File: src/rtl/router_pkg.sv
// Shared definitions for the 3x3 torus router: flit layout, port indices, arbiter FSM states.
package router_pkg;

  localparam int unsigned FLIT_W   = 34;
  localparam int unsigned HEAD_BIT = 33;
  localparam int unsigned TAIL_BIT = 32;
  localparam int unsigned DST_MSB  = 27;
  localparam int unsigned DST_LSB  = 24;

  localparam int unsigned PORT_CORE = 0;
  localparam int unsigned PORT_E    = 1;
  localparam int unsigned PORT_N    = 2;
  localparam int unsigned PORT_W    = 3;
  localparam int unsigned PORT_S    = 4;

  typedef enum logic {
    ARB_IDLE   = 1'b0,
    ARB_LOCKED = 1'b1
  } arb_state_t;

endpackage : router_pkg

File: src/rtl/rr_picker.sv
// Combinational round-robin picker: first set request scanning from ptr upward with wrap.
module rr_picker #(
  parameter int unsigned N     = 5,
  parameter int unsigned IDX_W = (N > 1) ? $clog2(N) : 1
) (
  input  logic [N-1:0]     req,
  input  logic [IDX_W-1:0] ptr,
  output logic [N-1:0]     winner,
  output logic [IDX_W-1:0] winner_idx,
  output logic             valid
);

  // Scan ptr, ptr+1, ... mod N and keep the first requester found.
  always_comb begin
    int unsigned k;
    logic [IDX_W-1:0] kk;
    winner     = '0;
    winner_idx = '0;
    valid      = 1'b0;
    k          = 0;
    kk         = '0;
    for (int unsigned i = 0; i < N; i++) begin
      k = 32'(ptr) + i;
      if (k >= N) k = k - N;
      kk = IDX_W'(k);
      if (!valid && req[kk]) begin
        valid      = 1'b1;
        winner[kk] = 1'b1;
        winner_idx = kk;
      end
    end
  end

endmodule : rr_picker

File: src/rtl/output_port_arbiter.sv
// Per-output wormhole arbiter: round-robin grant, packet lock until tail transfer,
// stall watchdog and completed-packet counter.
module output_port_arbiter
  import router_pkg::*;
#(
  parameter int unsigned NUM_PORTS = 5,
  parameter int unsigned MAX_STALL = 64,
  parameter int unsigned CNT_W     = 16
) (
  input  logic                 clk,
  input  logic                 rst,
  input  logic [NUM_PORTS-1:0] req,
  input  logic                 xfer,
  input  logic                 tail,
  output logic [NUM_PORTS-1:0] grant,
  output logic [2:0]           grant_idx,
  output logic                 busy,
  output logic                 stall_err,
  output logic [CNT_W-1:0]     pkt_cnt
);

  localparam int unsigned PTR_W  = (NUM_PORTS > 1) ? $clog2(NUM_PORTS) : 1;
  localparam int unsigned SCNT_W = $clog2(MAX_STALL + 1);

  arb_state_t           state;
  logic [PTR_W-1:0]     ptr;
  logic [SCNT_W-1:0]    scnt;

  logic [NUM_PORTS-1:0] pick_onehot;
  logic [PTR_W-1:0]     pick_idx;
  logic                 pick_valid;

  rr_picker #(
    .N     (NUM_PORTS),
    .IDX_W (PTR_W)
  ) u_picker (
    .req        (req),
    .ptr        (ptr),
    .winner     (pick_onehot),
    .winner_idx (pick_idx),
    .valid      (pick_valid)
  );

  // Grant/lock FSM with watchdog and packet counter; all outputs registered.
  always_ff @(posedge clk) begin
    if (rst) begin
      state     <= ARB_IDLE;
      ptr       <= '0;
      scnt      <= '0;
      grant     <= '0;
      grant_idx <= '0;
      busy      <= 1'b0;
      stall_err <= 1'b0;
      pkt_cnt   <= '0;
    end else begin
      case (state)
        ARB_IDLE: begin
          if (pick_valid) begin
            grant     <= pick_onehot;
            grant_idx <= 3'(pick_idx);
            busy      <= 1'b1;
            scnt      <= '0;
            state     <= ARB_LOCKED;
          end
        end
        ARB_LOCKED: begin
          if (xfer && tail) begin
            // Next scan starts just past the input that finished its packet.
            if (grant_idx == 3'(NUM_PORTS - 1)) ptr <= '0;
            else                                 ptr <= PTR_W'(grant_idx + 3'd1);
            grant     <= '0;
            grant_idx <= '0;
            busy      <= 1'b0;
            scnt      <= '0;
            stall_err <= 1'b0;
            pkt_cnt   <= pkt_cnt + CNT_W'(1);
            state     <= ARB_IDLE;
          end else if (xfer) begin
            scnt <= '0;
          end else if (scnt != SCNT_W'(MAX_STALL)) begin
            // Saturating stall count; flag is sticky until release.
            scnt <= scnt + SCNT_W'(1);
            if (scnt == SCNT_W'(MAX_STALL - 1)) stall_err <= 1'b1;
          end
        end
        default: state <= ARB_IDLE;
      endcase
    end
  end

endmodule : output_port_arbiter

File: config.mk
export PLATFORM = sky130hd
export DESIGN_NAME = output_port_arbiter
export DESIGN_NICKNAME = d
export VERILOG_FILES = /design/src/rtl/router_pkg.sv /design/src/rtl/rr_picker.sv /design/src/rtl/output_port_arbiter.sv
export SDC_FILE = /design/constraint.sdc
export NUM_CORES = 1
export LEC_CHECK = 0
export BUFFER_PORTS_ARGS = -buffer_cell sky130_fd_sc_hd__buf_4
export CAP_MARGIN = 20
export CORE_MARGIN = 2
export CORE_UTILIZATION = 64
export CTS_CLUSTER_DIAMETER = 120
export DETAILED_ROUTE_END_ITERATION = 7
export GPL_ROUTABILITY_DRIVEN = 0
export PLACE_DENSITY = 0.86
export SLEW_MARGIN = 20
export SYNTH_ARGS = -nofsm -noshare
export SYNTH_HDL_FRONTEND = slang
export SYNTH_HIERARCHICAL = 1
export SYNTH_SLANG_ARGS = --single-unit
File: constraint.sdc
create_clock -name clk -period 7.03 [get_ports clk]
set_input_delay 1.406 -clock clk [delete_from_list [all_inputs] [get_ports clk]]
set_output_delay 1.406 -clock clk [all_outputs]
set_load 0.1 [all_outputs]
==> metrics.md <==
| Metric | Value |
|---|---|
| Top layer in use | `met4` |
| Clock Root Buffer | `clkbuf_8` |
| R2R cell count | `12` |
| Clock Pin Slew Worst Setup and Hold Paths | `0.08 ns` |
| DIE AREA | `between 5000 and 6000 µm²` |
| Mapped Area | `3040 µm²` |
| Met2 Wirelength | `between 3000 and 4000 µm` |
| Endpoints failing setup | `0` |
| Worst path depth | `12` |
| CP delay by family, top | `simple AND/OR/NAND/NOR gates` |
| Synth Instances | `approximately 400` |
| Initial antenna violation count | `0` |
| Yosys Warn Count | `6` |
| Drt first pass iters | `6` |
| Clk pwr share | `25.2%` |
| Hold crit path type | `reg -> reg` |
| Switching pwr | `232 µW` |
| Worst-margin pin slew | `0.873 ns` |
| Crit-path slowest cell | `or4b_1` |
| Area grow syn2layout | `9.87%` |
| Crit path kind | `reg -> reg` |
| Setup bufs post-CTS | `0` |
| Sw Share | `between 30% and 40%` |
| Worst path bufs/invs | `3` |
| Sequential power share | `38.5%` |
| Drt drc | `0` |
| Gr usage total | `29.3%` |
| CTS Buf Count | `5` |
| I/O Pins | `35` |
| FILL cells | `384` |
| Final Util | `71.7%` |
| Synth Net Count | `a little over 400` |
| Die height | `between 70 and 80 µm` |
| Longest Clk Path Bufs | `2` |
| Predominant post-synthesis flop cell | `dfxtp_1` |
| CP max stage delay | `0.61 ns` |
| PwrDens | `175 nW/µm²` |
| Async S/R FF share, synth | `0%` |
| Arr. time, crit path | `4.77 ns` |
| Ratio of final minimum period to clock period | `64.4%` |
| Fmax | `221 MHz` |
| CTS hold repair buffers | `0` |
| Vias per std cell | `6.57` |
| Max-cap violations | `0` |
| Row cnt | `25` |
| Most frequent cells in the layout | `dfxtp_1, a21oi_1, buf_4` |
| Status | `finished clean` |
| Drt initial violations | `428` |
| H-Tree Level Count | `2` |
| Post-DP HPWL | `5390 µm` |
| PortBufs | `34` |
| Hold Path Depth | `2` |
| Wirelength per Cell | `roughly 16 µm` |
| First-pass GRT wire length | `12400 µm` |
| Vias | `3076` |
| Congestion Overflow GR | `0` |
| Vias in the first global route | `about 2800` |
| Crit Path Max Fanout | `30` |
| Rel. slew slack | `41.7%` |
| Setup TNS | `0 ns` |
| Worst Setup End Kind | `register` |
| Wl on met1 | `about 3300 µm` |
| Crit path launch type | `register` |
| Internal Power | `353 µW` |
| Logic pwr share | `36.2%` |
| Clock Skews | `roughly 0.0076 ns` |
| N_diodes | `0` |
| VDD IR max | `0.146 mV` |
| FF+latch count, synth | `37` |
| CP required | `7.27 ns` |
| Hold slack final | `0.459 ns` |
| Yosys cell types | `71` |
| Final ANT Viol Nets | `0` |
| CTS tree | `yes` |
| DIE WIDTH | `roughly 73 µm` |
| FF+latch area | `around 740 µm²` |
| Commonest non-fill, non-tap cell in the layout | `dfxtp_1` |
| Hold Violations, Final | `0` |
| P_leak | `1.29 nW` |
| Post-synthesis sequential area ratio | `about a quarter` |
| Tmin final | `4.53 ns` |
| Sink Count | `37` |
| RSZ-0062 raised after global routing | `no` |
| Largest net degree at the start of global routing | `39` |
| Worst skew pair latency | `0.30 ns` |
| Starting density of the core | `65.3%` |
| Layout cell share with drive strength beyond 1 | `approximately 18%` |
| Met3 wire len | `~470 µm` |
| Final wirelength | `roughly 7500 µm` |
| Core area | `4660 µm²` |
| NumNets Final | `437` |
| Worst-path cell chain | `buf_4 > clkinv_1 > ha_1 > clkinv_1 > o221ai_1 > or4b_1 > a211oi_2 > nand3_1 > nor2_1 > a41o_1 > mux2i_1 > nor2_1` |
| Post-CTS Resized | `0` |
| Syn_area_per_cell | `between 7 and 8 µm²` |
| Number of flops mapped to enable cells by yosys | `0` |
| Multi-input logic area | `2120 µm²` |
| Max Slew Vio Count | `0` |
-- final cells by class --
class	count	area share, %
multi-input combinational	316	63.4
sequential	37	22.2
timing repair buffer	35	7.86
clock buffer	5	2.06
inverter	18	2.02
tap	54	2.02
clock inverter	3	0.524
-- synthesized netlist by cell type (2+ instances only) --
master	n	share of area, %
nand2_1	33	4.1
a31o_2	3	0.86
xnor2_1	14	4.0
dfxtp_1	37	24
and2_1	2	0.41
nor4_1	6	1.2
nand4_4	2	1.4
nand2b_1	8	1.6
o31ai_1	2	0.49
buf_6	4	1.5
a21oi_1	35	5.8
nor3_1	13	2.1
o211ai_1	5	1.2
clkinv_1	2	0.25
xor2_1	4	1.2
o21ai_0	14	2.3
and3_1	4	0.82
nor2b_1	5	1.0
inv_1	16	2.0
clkbuf_1	8	0.99
mux2_4	2	0.99
a2111oi_0	2	0.58
a211oi_2	3	1.2
nand3_1	20	3.3
o22ai_1	4	0.82
nand4_1	11	2.3
buf_4	3	0.74
a21oi_2	3	0.86
ha_1	14	5.8
mux2_2	3	1.1
or3_1	6	1.2
mux2i_1	11	3.6
or2_2	4	0.82
buf_2	3	0.49
nor2_1	34	4.2
a211oi_1	10	2.5
a31oi_1	6	1.2
-- power groups by stage --
stage | Combinational (mW) | Clock [mW] | Sequential (mW)
2_1_floorplan | 0.133 | 0 | 0.265
3_3_place_gp | 0.205 | 0 | 0.229
3_5_place_dp | 0.207 | 0 | 0.230
4_1_cts | 0.208 | 0.152 | 0.225
5_1_grt | 0.229 | 0.160 | 0.226
6_report | 0.212 | 0.148 | 0.225
-- cell families (layout without fill, tap and decap cells) --
logic type      after synthesis  count (layout)  share of synthesized area (%)
xor+xnor                     18              18                           5.18
simple gates                160             160                           28.2
fa+ha+maj                    15              15                           6.41
buf+inv                      37              61                           6.04
mux                          16              16                           5.72
flops                        37              37                           24.3
compound gates              107             107                           24.1
-- worst reg2reg max path: stages (launching register included) --
cell and delay [ns]:
dfxtp_1 0.31, buf_4 0.29, clkinv_1 0.38, ha_1 0.58, clkinv_1 0.30, o221ai_1 0.48, or4b_1 0.61, a211oi_2 0.59
nand3_1 0.22, nor2_1 0.39, a41o_1 0.17, mux2i_1 0.07, nor2_1 0.08
-- final timing paths --
check | from | end | slack (ns)
worst min-delay path | stall_err | stall_err | 0.46
worst max register to register | ptr[0] | scnt[0] | 2.50
worst max-delay path | ptr[0] | scnt[0] | 2.50
worst min register to register | stall_err | stall_err | 0.46
-- stage by stage --
| step | instance area (µm²) | worst slack [ns] | cells | power [mW] |
|---|---|---|---|---|
| after floorplan | 3040 | 3.67 | 390 | 0.398 |
| after global placement | 3260 | 2.59 | 460 | 0.434 |
| after detailed placement | 3260 | 2.62 | 460 | 0.437 |
| after CTS | 3340 | 2.61 | 468 | 0.585 |
| after global routing | 3340 | 2.10 | 468 | 0.615 |
| final | 3340 | 2.50 | 468 | 0.586 |
-- metal layers --
metal	up-vias	global-route usage (%)
met2	140	47.0
met5	-	0
met3	23	5.52
met4	0	13.8
li1	1475	-
met1	1438	37.9
-- registers in the layout (all words and copies together) (netlist names) --
name       flops
state          1
scnt           7
grant_idx      3
busy           1
ptr            3
grant          5
stall_err      1
pkt_cnt       16
Power figures use the tool's default switching activity.
